==> src/rtl/bus_pkg.sv <==
`default_nettype none
// ============================================================================
// Module      : bus_pkg
// Description : Shared types and constants for the serial system bus arbiter.
// Revision    : 1.0 - initial release
// ============================================================================
package bus_pkg;

    // Largest master count the arbiter is built for
    localparam int N_MASTERS_MAX = 4;

    // Width of a master index (round-robin pointer, owner, split master)
    localparam int c_PTR_W = $clog2(N_MASTERS_MAX);

    // Arbiter states: bus free, bus granted, one-cycle split resume
    typedef enum logic [1:0] {
        IDLE   = 2'd0,
        OWNED  = 2'd1,
        RESUME = 2'd2
    } arb_state_t;

endpackage
`default_nettype wire

==> src/rtl/rr_pick.sv <==
`default_nettype none
// ============================================================================
// Module      : rr_pick
// Description : Combinational round-robin selector. Returns the first set
//               request searching upward from i_ptr+1 (modulo N), one-hot.
// Revision    : 1.0 - initial release
// ============================================================================
module rr_pick
    import bus_pkg::*;
#(
    parameter int N = 2
) (
    input  logic [N-1:0]       i_req,
    input  logic [c_PTR_W-1:0] i_ptr,
    output logic [N-1:0]       o_gnt,
    output logic               o_valid
);

    // Walk the candidates in priority order; the first hit wins
    always_comb begin
        o_gnt   = '0;
        o_valid = 1'b0;
        for (int i = 1; i <= N; i++) begin
            for (int j = 0; j < N; j++) begin
                if (!o_valid && i_req[j] && (j == ((int'(i_ptr) + i) % N))) begin
                    o_gnt[j] = 1'b1;
                    o_valid  = 1'b1;
                end
            end
        end
    end

endmodule
`default_nettype wire

==> src/rtl/bus_arbiter.sv <==
`default_nettype none
// ============================================================================
// Module      : bus_arbiter
// Description : Round-robin bus arbiter with single-outstanding split
//               transaction sequencing (park, free the bus, resume).
//               Optional grant timeout enabled by BUS_ARB_TIMEOUT_EN.
// Revision    : 1.0 - initial release
// ============================================================================
module bus_arbiter
    import bus_pkg::*;
#(
    parameter int N_MASTERS = 2,
    parameter int TIMEOUT   = 64
) (
    input  logic                 CLK,
    input  logic                 RST,
    input  logic [N_MASTERS-1:0] M_BREQ,
    output logic [N_MASTERS-1:0] M_BGRANT,
    output logic [N_MASTERS-1:0] M_SPLIT,
    input  logic                 B_SBSY,
    input  logic                 S_SPL_READY,
    output logic                 B_SPLIT,
    output logic                 B_SPL_RESUME,
    output logic                 B_BUSY,
    output logic                 B_TOUT
);

    arb_state_t           r_state;
    arb_state_t           w_state_nxt;
    logic [c_PTR_W-1:0]   r_owner;
    logic [c_PTR_W-1:0]   w_owner_nxt;
    logic [c_PTR_W-1:0]   r_ptr;
    logic [c_PTR_W-1:0]   w_ptr_nxt;
    logic [c_PTR_W-1:0]   r_split_idx;
    logic [c_PTR_W-1:0]   w_split_idx_nxt;
    logic [c_PTR_W-1:0]   w_pick_idx;
    logic                 r_split_pend;
    logic                 w_split_pend_nxt;
    logic [N_MASTERS-1:0] r_bgrant;
    logic [N_MASTERS-1:0] w_bgrant_nxt;
    logic [N_MASTERS-1:0] w_eligible;
    logic [N_MASTERS-1:0] w_pick_gnt;
    logic [N_MASTERS-1:0] w_split_oh;
    logic                 w_pick_valid;
    logic                 w_owner_req;
    logic                 w_tout_hit;
    logic                 r_tout;
    logic                 w_tout_nxt;

    // Owner's request line and the parked master as a one-hot vector
    always_comb begin
        w_owner_req = 1'b0;
        w_split_oh  = '0;
        for (int j = 0; j < N_MASTERS; j++) begin
            if (int'(r_owner) == j) begin
                w_owner_req = M_BREQ[j];
            end
            if (int'(r_split_idx) == j) begin
                w_split_oh[j] = 1'b1;
            end
        end
    end

    // A parked master never competes for the bus
    assign w_eligible = M_BREQ & ~(r_split_pend ? w_split_oh : '0);

    rr_pick #(
        .N (N_MASTERS)
    ) u_rr_pick (
        .i_req   (w_eligible),
        .i_ptr   (r_ptr),
        .o_gnt   (w_pick_gnt),
        .o_valid (w_pick_valid)
    );

    // Index of the master chosen by the round-robin selector
    always_comb begin
        w_pick_idx = '0;
        for (int j = 0; j < N_MASTERS; j++) begin
            if (w_pick_gnt[j]) begin
                w_pick_idx = j[c_PTR_W-1:0];
            end
        end
    end

`ifdef BUS_ARB_TIMEOUT_EN
    localparam int c_CNT_W = $clog2(TIMEOUT) + 1;

    logic [c_CNT_W-1:0] r_cnt;

    // Count consecutive OWNED cycles; any other transition restarts at zero
    always_ff @(posedge CLK) begin
        if (RST) begin
            r_cnt <= '0;
        end else if ((r_state == OWNED) && (w_state_nxt == OWNED)) begin
            r_cnt <= r_cnt + c_CNT_W'(1);
        end else begin
            r_cnt <= '0;
        end
    end

    assign w_tout_hit = (r_cnt == c_CNT_W'(TIMEOUT - 1));
`else
    logic w_unused_timeout;

    assign w_tout_hit       = 1'b0;
    assign w_unused_timeout = (TIMEOUT > 0);
`endif

    // Next-state and next-output decision; the grant register follows it
    always_comb begin
        w_state_nxt      = r_state;
        w_owner_nxt      = r_owner;
        w_ptr_nxt        = r_ptr;
        w_split_pend_nxt = r_split_pend;
        w_split_idx_nxt  = r_split_idx;
        w_bgrant_nxt     = r_bgrant;
        w_tout_nxt       = 1'b0;
        case (r_state)
            IDLE: begin
                w_bgrant_nxt = '0;
                // A ready split slave outranks fresh requests
                if (r_split_pend && S_SPL_READY) begin
                    w_state_nxt  = RESUME;
                    w_owner_nxt  = r_split_idx;
                    w_bgrant_nxt = w_split_oh;
                end else if (w_pick_valid) begin
                    w_state_nxt  = OWNED;
                    w_owner_nxt  = w_pick_idx;
                    w_bgrant_nxt = w_pick_gnt;
                end
            end
            OWNED: begin
                if (!w_owner_req) begin
                    w_state_nxt  = IDLE;
                    w_bgrant_nxt = '0;
                    w_ptr_nxt    = r_owner;
                end else if (B_SBSY && !r_split_pend) begin
                    w_state_nxt      = IDLE;
                    w_bgrant_nxt     = '0;
                    w_ptr_nxt        = r_owner;
                    w_split_pend_nxt = 1'b1;
                    w_split_idx_nxt  = r_owner;
                end else if (w_tout_hit) begin
                    w_state_nxt  = IDLE;
                    w_bgrant_nxt = '0;
                    w_ptr_nxt    = r_owner;
                    w_tout_nxt   = 1'b1;
                end
            end
            RESUME: begin
                // Grant stays asserted; the split record retires here
                w_state_nxt      = OWNED;
                w_split_pend_nxt = 1'b0;
            end
            default: begin
                w_state_nxt  = IDLE;
                w_bgrant_nxt = '0;
            end
        endcase
    end

    // State, pointer, split record and registered outputs
    always_ff @(posedge CLK) begin
        if (RST) begin
            r_state      <= IDLE;
            r_owner      <= '0;
            r_ptr        <= '0;
            r_split_pend <= 1'b0;
            r_split_idx  <= '0;
            r_bgrant     <= '0;
            r_tout       <= 1'b0;
        end else begin
            r_state      <= w_state_nxt;
            r_owner      <= w_owner_nxt;
            r_ptr        <= w_ptr_nxt;
            r_split_pend <= w_split_pend_nxt;
            r_split_idx  <= w_split_idx_nxt;
            r_bgrant     <= w_bgrant_nxt;
            r_tout       <= w_tout_nxt;
        end
    end

    assign M_BGRANT     = r_bgrant;
    assign M_SPLIT      = r_split_pend ? w_split_oh : '0;
    assign B_SPLIT      = r_split_pend;
    assign B_SPL_RESUME = (r_state == RESUME);
    assign B_BUSY       = |r_bgrant;
    assign B_TOUT       = r_tout;

endmodule
`default_nettype wire

==> config.mk <==
export PLATFORM = sky130hd
export DESIGN_NAME = bus_arbiter
export DESIGN_NICKNAME = d
export VERILOG_FILES = /design/src/rtl/bus_pkg.sv /design/src/rtl/rr_pick.sv /design/src/rtl/bus_arbiter.sv
export SDC_FILE = /design/constraint.sdc
export NUM_CORES = 1
export LEC_CHECK = 0
export ABC_AREA = 0
export CORE_UTILIZATION = 53
export DETAILED_ROUTE_END_ITERATION = 10
export GPL_TIMING_DRIVEN = 0
export PLACE_DENSITY = 0.82
export RECOVER_POWER = 25
export SLEW_MARGIN = 5
export SYNTH_ARGS = -nofsm -noshare
export SYNTH_HDL_FRONTEND = slang
export SYNTH_SLANG_ARGS = --single-unit
==> constraint.sdc <==
create_clock -name CLK -period 4.4 [get_ports CLK]
set_input_delay 1.32 -clock CLK [delete_from_list [all_inputs] [get_ports CLK]]
set_output_delay 1.32 -clock CLK [all_outputs]
set_load 0.005 [all_outputs]
### After elaboration in Yosys (flattened, before gate mapping)

Index checks and enable logic that the tools add are counted.

| word-level totals | value |
|---|---|
| flip-flop bits (word level) | 10 |
| input port bits | 6 |
| word-level logic and storage cells | 79 |

| cells by class | value |
|---|---|
| add/sub/neg operators | 2 |
| eq/ne operators | 11 |
| mux-type cells | 28 |
| bitwise logic cells | 5 |
| reduce and logical (&&, ||, !) cells | 27 |

Operators with widths:

| kind | count |
|---|---|
| zero test 32 bit | 2 |
| 2-to-1 mux 2 bit | 9 |
| 2-to-1 mux 1 bit | 16 |
| one-hot mux 2 bit (3 select lines) | 2 |
| logical AND 1 bit | 9 |
| AND reduction 2 bit | 4 |
| equality test 2 bit, second input constant | 3 |
| zero test 2 bit | 3 |
| AND reduction 3 bit | 2 |
| equality test 2 bit, first input constant | 2 |
| zero test 1 bit | 4 |
| inequality test 2 bit, second input constant | 2 |
| nonzero test 2 bit | 2 |
| inequality test 3 x 2 -> 1 bit, second input constant | 1 |
| inequality test 3 bit, second input constant | 1 |
| adder 1 bit, second input constant | 2 |
| bitwise AND 1 bit, first input constant | 2 |
| bitwise AND 2 bit | 1 |
| equality test 2 x 1 -> 1 bit, second input constant | 1 |
| inequality test 2 x 1 -> 1 bit, second input constant | 1 |
| inverter 2 bit | 1 |
| one-hot mux 1 bit (2 select lines) | 1 |
| OR reduction 2 bit | 1 |
| inverter 1 bit | 1 |

### Logic depth before layout (Yosys ltp)

| depth | value |
|---|---|
| word-level depth | 22 |
| gate-level depth with buffers | 6 |

### Hierarchy

From an unflattened synthesis, not the netlist that was laid out.

| second synthesis, totals | value |
|---|---|
| cell total of the unflattened synthesis | 75 |
| area total of the unflattened synthesis | 671.9 um^2 |

By module, submodules not included:

| module | instances | cells an instance | area each (um^2) |
|---|---|---|---|
| bus_arbiter | 1 | 71 | 646.9 |
| rr_pick | 1 | 4 | 25.0 |

### Worst setup path before layout

OpenSTA, ideal clock, no wires.

| path | value |
|---|---|
| path type | input-to-reg |
| from | in M_BREQ[0] |
| to | reg r_bgrant[0], in the netlist M_BGRANT[0] |
| arrival time | 2,185 ps |
| required time | 4,308 ps |
| path slack | 2,122 ps |
| cell stages on the path | 4 |
| buffers on the path | 0 |
| cells stage by stage | mux2i_4 > nor4b_4 > or4b_1 > o32ai_1 |

| on the way | value |
|---|---|
| longest elaborated chain between the ends | 18 |
| elaborated cells between the ends (all ways) | 24 |
| those cells by class | 1 x eq/ne; 11 x mux; 1 x bitwise; 11 x reduce/logical |

RTL lines:

| item | RTL line | text |
|---|---|---|
| start, declared | bus_arbiter.sv:17 | `input logic [N_MASTERS-1:0] M_BREQ,` |
| bitwise AND 2 bit | bus_arbiter.sv:65 | `assign w_eligible = M_BREQ & ~(r_split_pend ? w_split_oh : '0);` |
| logical AND 1 bit | rr_pick.sv:25 | `if (!o_valid && i_req[j] && (j == ((int'(i_ptr) + i) % N))) begin` |
| 2-to-1 mux 1 bit | rr_pick.sv:25 |  |
| zero test 1 bit | rr_pick.sv:25 |  |
| logical AND 1 bit (2 in a row) | rr_pick.sv:25 |  |
| 2-to-1 mux 1 bit | rr_pick.sv:25 |  |
| zero test 1 bit | rr_pick.sv:25 |  |
| logical AND 1 bit (2 in a row) | rr_pick.sv:25 |  |
| 2-to-1 mux 1 bit | rr_pick.sv:25 |  |
| zero test 1 bit | rr_pick.sv:25 |  |
| logical AND 1 bit (2 in a row) | rr_pick.sv:25 |  |
| 2-to-1 mux 1 bit | rr_pick.sv:25 |  |
| 2-to-1 mux 2 bit | bus_arbiter.sv:127 | `end else if (w_pick_valid) begin` |
| 2-to-1 mux 2 bit | bus_arbiter.sv:123 | `if (r_split_pend && S_SPL_READY) begin` |
| one-hot mux 2 bit (3 select lines) | bus_arbiter.sv:119 | `case (r_state)` |
| end signal, assigned | bus_arbiter.sv:179 | `r_bgrant <= w_bgrant_nxt;` |
| end, declared | bus_arbiter.sv:39 | `logic [N_MASTERS-1:0] r_bgrant;` |

Parallel ways exist; a longest one is shown, timed or not.
A chain may end at the register's enable or synchronous reset.

### Final worst setup path

| path | value |
|---|---|
| from | reg r_split_pend, in the netlist B_SPLIT |
| to | out M_SPLIT[0] |

| on the way | value |
|---|---|
| longest elaborated chain between the ends | 1 |

RTL lines:

| item | RTL line | text |
|---|---|---|
| start, declared | bus_arbiter.sv:37 | `logic r_split_pend;` |
| start signal, assigned | bus_arbiter.sv:177 | `r_split_pend <= w_split_pend_nxt;` |
| 2-to-1 mux 2 bit | bus_arbiter.sv:185 | `assign M_SPLIT = r_split_pend ? w_split_oh : '0;` |
| end, declared | bus_arbiter.sv:19 | `output logic [N_MASTERS-1:0] M_SPLIT,` |

No other way between the ends.

==> results.ini <==
[place]
placedCellCount=108
dpl_cell_area_sq_um=840
gp_congestion=0.901
dp_hpwl_mm=1.19
port-buffer-count=12

[sta]
maxSlewViolCount=0
fin_crit_ns=2.93
rsz0062_at_grt=false
skew_ns=0.00190
hold_viol=0
setup_viol=0
fmax_ghz=0.341
tns_ns=0
fin_crit_sh_pct=66.6

[grt]
antenna_found_initial=0
grt_start_max_net_pins=11
grt_pass1_vias=604
grt_first_pass_wirelength_mm=2.68
grt.overflow.total=0
grt_use_total_pct=26.5

[synthesis]
synth_flop_cell=dfxtp_1
async_reset_ff_share_pct=0
synth_top_area_cell=dfxtp_1
netlist_area_sq_um=702
synth-edff-count=0
yosys.area_share.simple_pct=29.8
ys_warn_count=0
synth_xor_area_share_pct=0
synth_adder_area_share_pct=5.35
synth_compound_area_share_pct=23.9
synth_fp_nets=91
syn_inst=82
synth.distinct_cells=35
ys_seq_elements=10
synthTopCellsByArea=dfxtp_1 29%, ha_1 5.3%, o32ai_1 5.0%
syn_avg_cell_area_sq_um=8.56
synth.mux.area_fraction_pct=6.24
synth_top_area_share_pct=28.5
synth_seq_area_share_pct=28.5
synth_top_family_by_area=simple AND/OR/NAND/NOR gates

[cts]
post_cts_resized=0
cts_hold_buf=0
clkTransAtPathRegs_ns=0.07
clock-root-buffer=clkbuf_4
post-cts-setup-buffers=0
clock_sinks=10
tritoncts=yes
clock_latency_ns=0.26
clockBufferDepth=2
cts_made_buffers=3
htreeDepth=1

[die]
dieArea_sq_um=1470
ios=14
core_area_sq_um=1170
die_h_um=38.4
start_util_pct=59.9
row_count=12
fp.dieW_um=38.4

[final_layout]
drive_gt1_share_pct=11.2
final_cell_mix=10 x dfxtp_1, 8 x clkdlybuf4s50_1, 7 x nand2_1
layout_commonest_cell=dfxtp_1
diodes=0
nets=108
fin_util_pct=74.8
fin_cells=112
area_delta_synth_final_pct=24.8
final_area_sq_um=876

[critical_path]
timing.setup.critical_path_class=reg -> out
required_ns=3.08
r2r_slack_ns=2.80
r2r_start=r_state[1]
critPathMaxStageDelay_ns=0.50
cp_max_fo=10
crit_chain=nand2b_1, nor2_1, clkdlybuf4s50_1
worst-r2r-cell-count=5
critPathCaptureType=primary output
critPathLaunch=B_SPLIT
arrival_ns=1.61
crit_slowest_cell=clkdlybuf4s50_1
setup.worst_path.start_class=flop

[drt]
vias=673
drc=0
via_per_inst=6.01
firstDrtPassIters=4
first_iter_violations=20
ant_nets=0
routed_wl_mm=1.57
wl_per_cell_um=14.0

[pwr]
p_leak_nw=0.335
power_density_nw_per_um2=505
totalPowerFinal_mw=0.442
irDropWorstVdd_v=0.000297

[run]
drv_cap=0

[min_path]
min_path_cells=2
hp-start=M_BGRANT[1]
hold_path.class=reg -> reg

[outcome]
status=finished, final reports clean

==> final timing paths <==
check	end
worst max-delay path	M_SPLIT[0]
worst min-delay path	M_BGRANT[1]
worst max register to register	M_BGRANT[0]
worst min register to register	M_BGRANT[1]
==> layer usage <==
layer / vias to the layer above / global-route usage, % / share of wire [%]
li1: 334 / - / -
met1: 319 / 33.6 / 45
met2: 18 / 43.6 / 50
met3: 2 / 3.49 / 4.7
met4: 0 / 12.9 / 0.70
met5: - / 0 / 0
==> registers in the layout, indices dropped and copies added (netlist names) <==
name         count
r_ptr            1
B_SPLIT          1
r_owner          2
M_BGRANT         2
r_state          2
r_split_idx      2
==> area by class of cell <==
| class | count | area (sq um) |
|---|---|---|
| multi-input cells | 63 | 462 |
| fillers | 88 | 295 |
| flip-flops and latches | 10 | 200 |
| repair buffers | 12 | 120 |
| clock buffers | 4 | 36.3 |
| inverters | 6 | 22.5 |
| plain buffers | 3 | 17.5 |
| well taps | 14 | 17.5 |
==> metrics by stage <==
| step | hold slack [ns] | worst slack [ns] |
|---|---|---|
| after detailed placement | 0.498 | 1.35 |
| after global placement | 0.490 | 1.41 |
| after CTS | 0.505 | 1.47 |
| final | 0.499 | 1.47 |
| after floorplan | 0.469 | 2.12 |
| after global routing | 0.517 | 1.36 |
==> where the power goes <==
part           switching [mW]  internal, mW
combinational           0.111         0.115
clock                  0.0321        0.0502
sequential             0.0221         0.112
total                   0.165         0.277
==> cells by family (layout without fill, tap and decap cells) <==
group / Yosys count / after routing
other: 1 / 1
AOI/OAI and AO/OA: 24 / 24
adders and majority gates: 3 / 3
and+or+nand+nor: 32 / 32
DFF: 10 / 10
buffers and inverters: 9 / 25
muxes: 3 / 3
==> cell usage after synthesis, types with 2 or more instances <==
| cell | number |
|---|---|
| nand2_1 | 7 |
| dfxtp_1 | 10 |
| o21ai_1 | 2 |
| o32ai_1 | 4 |
| nand2b_1 | 5 |
| a21oi_1 | 5 |
| ha_1 | 3 |
| inv_1 | 6 |
| buf_2 | 2 |
| nor2_1 | 3 |
| or3b_1 | 2 |
| a31oi_1 | 3 |
| o31ai_1 | 2 |
| nor3_1 | 2 |
| o21ai_0 | 3 |
| nand3b_1 | 3 |
| nand3_1 | 2 |
==> worst max-delay path, delay by kind of cell (launching register included) <==
family                 cells  cell delay, ns
AND/OR/NAND/NOR            2            0.35
buffers and inverters      1            0.50
flip-flops                 1            0.49
Note: power is estimated with default switching activity, not from simulation.
